$ cat src/rtl/instr_line_cache.sv
// Read-only direct-mapped instruction cache: zero-cycle hits, whole-line refill
// from the mem_ctrl host port on a miss.
module instr_line_cache #(
    parameter int LINES = 4
) (
    input  logic         clk,
    input  logic         rst_n,
    input  logic [31:0]  addr,
    input  logic         en,
    input  logic         inval,
    output logic         done,
    output logic [31:0]  data_out,
    output logic         stall,
    output logic         cache_hit,
    input  logic [511:0] DataIn_host,
    input  logic         rd_valid_host,
    input  logic         tx_done_host,
    output logic [511:0] DataOut_host,
    output logic [31:0]  AddrOut_host,
    output logic [1:0]   op_host,
    output logic [1:0]   state_dbg
);

    localparam int IDX_W = $clog2(LINES);
    localparam int TAG_W = 26 - IDX_W;

    localparam logic [1:0] OP_IDLE = 2'b00;
    localparam logic [1:0] OP_READ = 2'b01;

    typedef enum logic [1:0] {
        S_IDLE      = 2'd0,
        S_REQ       = 2'd1,
        S_WAIT_DONE = 2'd2
    } state_t;

    // Host handshake: while op_host=01 the read request on AddrOut_host is held
    // stable; the line is accepted in the single cycle rd_valid_host is high,
    // and the transaction ends in the cycle tx_done_host is high.
    state_t             state;
    logic [LINES-1:0]   valid_q;
    logic [TAG_W-1:0]   tag_q  [LINES];
    logic [511:0]       data_q [LINES];
    logic [TAG_W-1:0]   lat_tag;
    logic [IDX_W-1:0]   lat_idx;

    logic [IDX_W-1:0]   idx;
    logic [TAG_W-1:0]   tag;
    logic [3:0]         word;
    logic               lookup_hit;
    logic               miss_start;
    logic               unused_bits;

    assign idx         = addr[6+IDX_W-1:6];
    assign tag         = addr[31:6+IDX_W];
    assign word        = addr[5:2];
    assign unused_bits = ^addr[1:0];

    assign lookup_hit = (state == S_IDLE) && en && valid_q[idx] && (tag_q[idx] == tag);
    assign miss_start = (state == S_IDLE) && en && !lookup_hit;

    // Combinational outputs are forced low while reset is held, even if en is high.
    assign done         = rst_n && lookup_hit;
    assign cache_hit    = rst_n && lookup_hit;
    assign stall        = rst_n && (miss_start || (state != S_IDLE));
    assign data_out     = data_q[idx][{word, 5'd0} +: 32];
    assign DataOut_host = '0;
    assign state_dbg    = state;

    always_ff @(posedge clk or negedge rst_n) begin
        if (!rst_n) begin
            state        <= S_IDLE;
            valid_q      <= '0;
            op_host      <= OP_IDLE;
            AddrOut_host <= '0;
            lat_tag      <= '0;
            lat_idx      <= '0;
        end else begin
            case (state)
                S_IDLE: begin
                    if (inval) valid_q <= '0;
                    if (miss_start) begin
                        lat_tag      <= tag;
                        lat_idx      <= idx;
                        AddrOut_host <= {tag, idx, 6'b0};
                        op_host      <= OP_READ;
                        state        <= S_REQ;
                    end
                end
                S_REQ: begin
                    if (inval) valid_q <= '0;
                    if (rd_valid_host) begin
                        valid_q[lat_idx] <= 1'b1;
                        op_host          <= OP_IDLE;
                        state            <= tx_done_host ? S_IDLE : S_WAIT_DONE;
                    end
                end
                S_WAIT_DONE: begin
                    // The line filled in REQ belongs to this miss and survives an invalidate.
                    if (inval) begin
                        valid_q          <= '0;
                        valid_q[lat_idx] <= 1'b1;
                    end
                    if (tx_done_host) state <= S_IDLE;
                end
                default: begin
                    state   <= S_IDLE;
                    op_host <= OP_IDLE;
                end
            endcase
        end
    end

    always_ff @(posedge clk) begin
        if (state == S_REQ && rd_valid_host) begin
            data_q[lat_idx] <= DataIn_host;
            tag_q[lat_idx]  <= lat_tag;
        end
    end

endmodule

$ cat config.mk
export PLATFORM = sky130hd
export DESIGN_NAME = instr_line_cache
export DESIGN_NICKNAME = d
export VERILOG_FILES = /design/src/rtl/instr_line_cache.sv
export SDC_FILE = /design/constraint.sdc
export NUM_CORES = 2
export LEC_CHECK = 0
export ABC_AREA = 1
export BUFFER_PORTS_ARGS = -buffer_cell sky130_fd_sc_hd__buf_4
export CAP_MARGIN = 20
export CORE_UTILIZATION = 40
export CTS_BUF_LIST = sky130_fd_sc_hd__clkbuf_4 sky130_fd_sc_hd__clkbuf_8
export DETAILED_ROUTE_END_ITERATION = 6
export PLACE_DENSITY_LB_ADDON = 0.05
export SETUP_SLACK_MARGIN = 0.4
export SLEW_MARGIN = 20
export SYNTH_ARGS = -nofsm -noshare
export SYNTH_HDL_FRONTEND = slang
export SYNTH_SLANG_ARGS = --single-unit
$ cat constraint.sdc
create_clock -name clk -period 116 [get_ports clk]
set_input_delay 17.4 -clock clk [delete_from_list [all_inputs] [get_ports clk]]
set_output_delay 17.4 -clock clk [all_outputs]
set_load 0.1 [all_outputs]
* After elaboration in Yosys (flattened, before gate mapping) *
Memories as Yosys holds them, arrays and structs flattened.
Index checks and enable logic that the tools add are counted.
Widths: inputs -> output; s select.

storage, ports and cells
  logic and storage cells = 56
  register bits = 60
  memories kept = 2
  bits in writable memories = 2144

cells by class
  bitwise gates (word level) = 2
  equality and inequality tests = 7
  order comparisons = 3
  shifts and indexed selects = 1
  reduce and logical (&&, ||, !) cells = 17
  multiplexer cells = 18

memories
  memory  words  width  rd ports  clocked after Yosys merged registers in  wr ports  line  text
  data_q  4      512    1         0                                        1         42    logic [511:0] data_q [LINES];
  tag_q   4      24     1         0                                        1         41    logic [TAG_W-1:0] tag_q [LINES];

operators by type and width
  kind                count
  $shiftx 512x10->32  1
  $eq 24x24->1        1
  $mux 4              4
  $pmux 2 s3          2
  $pmux 4 s3          1
  $mux 2              5
  $logic_and 1x1->1   8
  $ne 2x2->1 const B  4
  $lt 2x3->1 const B  2
  $reduce_and 3->1    2
  $mux 1              4
  $or 4x4->4          1
  $reduce_and 2->1    2
  $reduce_bool 3->1   1
  $bmux 1 s2          1
  $demux 1 s2         1
  $eq 2x1->1 const B  1
  $eq 2x2->1 const B  1
  $ge 2x1->1 const B  1
  $logic_not 2->1     1
  $reduce_bool 2->1   1
  $logic_not 1->1     1
  $logic_or 1x1->1    1
  $not 1->1           1

* Logic depth before layout (Yosys ltp) *
  depth in word-level cells = 8
  mapped depth = 18
  mapped depth without buffers = 15

* Least setup slack after synthesis *
OpenSTA, ideal clock, no wires.

  path kind = input-to-reg
  start = input rd_valid_host
  end = memory data_q[0][0], enable pin
  cell stages on the path = 2
  data arrival time = 53.515 ns
  path slack = 60.390 ns
  data required time = 113.905 ns
  setup time = 2.095 ns
  path through = nand2_1 nor3_1

between the ends
  word-level cells in the longest chain between the ends = 3

ends and longest elaborated chain
  item                          line  text
  start: declaration            16    input logic rd_valid_host,
  $logic_and 1x1->1             114   if (state == S_REQ && rd_valid_host) begin
  $mux 1                        114
  $mux 1 (implied by the code)  115   data_q[lat_idx] <= DataIn_host;
  end: declaration              42

No other way between the ends.

* Final worst setup path *
  start = input addr[6]
  end = output data_out[22]

between the ends
  word-level cells in the longest chain between the ends = 2

ends and longest elaborated chain
  item                line  text
  start: declaration  8     input logic [31:0] addr,
  $mem_v2 4x512       --
  $shiftx 512x10->32  65    assign data_out = data_q[idx][{word, 5'd0} +: 32];
  end: declaration    12    output logic [31:0] data_out,

No other way between the ends.

==> metrics.txt <==
DR pass1 iterations=7; post-route ant nets=0; commonest non-fill, non-tap cells in the layout=edfxtp_1, nor2_1, o21ai_0; CTS tree=done; H-tree Lvls=5; Clk pwr share=0.342; clk sinks=2177; data arrival time of the worst path=21.93 ns; post-CTS resize count=0; Internal=0.00140 W; max-slew violations=0; sequential fraction of the synthesis area=0.732; distinct cell type count after synthesis=35; # IOs=1133; P&R area growth vs syn=14.4%; Crit path max-delay family=buffers and inverters; Cell Chain, Critical Path=buf_8 -> inv_8 -> buf_12 -> buf_4 -> o21ai_0 -> o22ai_1 -> or2_2 -> o211ai_1 -> o211ai_1 -> o21ai_0 -> o21ai_1 -> buf_4; slew margin rel.=0.265; register bit total from synthesis=2177; Hold Fails Final Rpt=0; Leak=35.3 nW; Worst Path Required=98.60 ns; Placed Area=94500 µm²; r2r setup slk=110.53 ns; setup violators final=0; Iter 0 DRT Violations=3824; vias per cell=5.20; critical path buffer and inverter count=5; Post CTS Setup Buffer Count=0; Post-Route WL=286 mm; Worst VDD drop=0.0000145 V; Net Sw Frac=0.305; Slew @ Worst Pin=1.10 ns; Chip Width=474 µm; NumNets Final=8211; Die Y=474 µm; DR WL/cell=26.2 µm; GRT overflow=0; vias=57000; PortBufs=611; CP startpoint kind=input port; Post-DP HPWL=174 mm; Max Fclk=25.4 MHz; pin count of the biggest net entering global routing=171; CTS Buffer Depth=4; Post-synth ARST share=0.0152; Synthesis Warnings=0; first-pass GRT wire length=401 mm; sw power=0.000615 W; Hold WC Path Type=reg -> reg; Starting Density=0.404; sequential share of power=0.491; RSZ-0062 raised after global routing=no; final instance area=102000 µm²; Util after Layout=0.462; setup TNS=0 ns; syn avg cell area=12.7 µm²; vias in the first global route=54000; CTS Buf Count=392; mapped cell area=89100 µm²; maxcap violations=0; routability cong.=0.785; Worst-path clk slew=0.05 ns; Setup CP Type=in -> out; Comb power frac=0.167; CTS Root Cell=clkbuf_8; worst hold slack=0.537 ns; Core Area=221000 µm²; commonest non-fill, non-tap cell in the layout=edfxtp_1; Pwr Density=19.8 nW/µm²; Row Count=172; CP Max Fanout=132; clock skew=0.0824 ns; DIE AREA=225000 µm²; final routed DRC violation total=0; Cells after Synth=7019; layout cell share with drive strength beyond 1=0.166; status=finished clean; post-route minimum period=39.33 ns; hold buffer count at cts=0; slowest cell on the critical path=buf_4; part of the cycle the worst path needs=0.339; slowest cell delay on critical path=0.84 ns; total track usage=0.248; initial antenna violation count=128; Post-synth top flop=edfxtp_1; Post-synth EDFFs=2144; Worst-Skew Late Latency=1.06 ns; Crit. End Element=output port
layer usage:
layer	global-route usage	routed length (µm)	vias up	share of wire
met1	0.305	114000	28300	0.40
li1	-	-	26100	-
met2	0.413	141000	1833	0.49
met5	0	747	-	0.0026
met4	0.0888	9660	116	0.034
met3	0.0724	21000	606	0.073
registers in the layout, indices dropped and copies added, names as in the netlist:
name and count:
AddrOut_host 1, data_q 2048, lat_idx 1, lat_tag 24, op_host 1, state_dbg 2, tag_q 96, valid_q 4
path summary, 6_finish.rpt:
kind	from	to	depth (start not counted)
min reg2reg	valid_q[3]$_DFFE_PN0P_	valid_q[3]$_DFFE_PN0P_	2
min	valid_q[3]$_DFFE_PN0P_	valid_q[3]$_DFFE_PN0P_	2
min in group asynchronous	rst_n	op_host[0]$_DFFE_PN0P_	1
max in group asynchronous	rst_n	lat_tag[3]$_DFFE_PN0P_	1
max reg2reg	state_dbg[1]$_DFFE_PN0P_	data_q[3][364]$_DFFE_PP_	9
max	addr[6]	data_out[22]	12
power by group through the flow:
stage               clock network (W)  registers, W  logic [W]
floorplan                           0       0.00115   0.000205
global route                 0.000738      0.000997   0.000358
global placement                    0       0.00100   0.000341
finish                       0.000690      0.000990   0.000337
detailed placement                  0       0.00101   0.000342
CTS                          0.000707      0.000991   0.000342
area by class of cell:
cell class / count / area (µm²)
Antenna cell: 36 / 90.1
Clock buffer: 544 / 6590
Clock inverter: 145 / 768
Fill cell: 20200 / 119000
Inverter: 40 / 180
Multi-Input combinational cell: 4335 / 19800
Sequential cell: 2177 / 65200
Tap cell: 2958 / 3700
Timing Repair Buffer: 712 / 5550
kinds of logic (layout without fill, tap and decap cells):
logic type      Yosys count  in the layout  synth area share
flops                  2177           2177             0.732
fa+ha+maj                 3              3          0.000421
buf+inv                1025           1441            0.0675
other cells               1            555         0.0000421
simple gates           1883           1883            0.0825
compound gates         1926           1926             0.117
xor+xnor                  4              4          0.000393
cells in the mapped netlist, drive strengths merged, types with 6 or more instances:
| master | count | area, µm² |
|---|---|---|
| o21ai | 1288 | 6450 |
| nor2 | 1251 | 4700 |
| inv | 39 | 146 |
| o22ai | 599 | 3750 |
| a21oi | 12 | 60.1 |
| nor3 | 11 | 55.1 |
| o221ai | 6 | 52.6 |
| clkbuf | 307 | 1150 |
| nand3 | 175 | 881 |
| o211ai | 10 | 75.1 |
| dfrtp | 33 | 826 |
| a31oi | 7 | 43.8 |
| edfxtp | 2144 | 64400 |
| nand2 | 430 | 1620 |
| buf | 678 | 4720 |
tightest hold or removal path, stage by stage (launching register included):
cell	delay [ns]
dfrtp_1	0.37
inv_1	0.05
o22ai_1	0.07
per-stage QoR:
step,setup slack (ns),std cells,power [W]
2_1_floorplan,60.39,7537,0.00136
3_3_place_gp,76.60,10200,0.00135
3_5_place_dp,76.61,10200,0.00135
4_1_cts,76.60,10900,0.00204
5_1_grt,76.36,10900,0.00209
6_report,76.67,10900,0.00202
(Power assumes the default switching activity.)
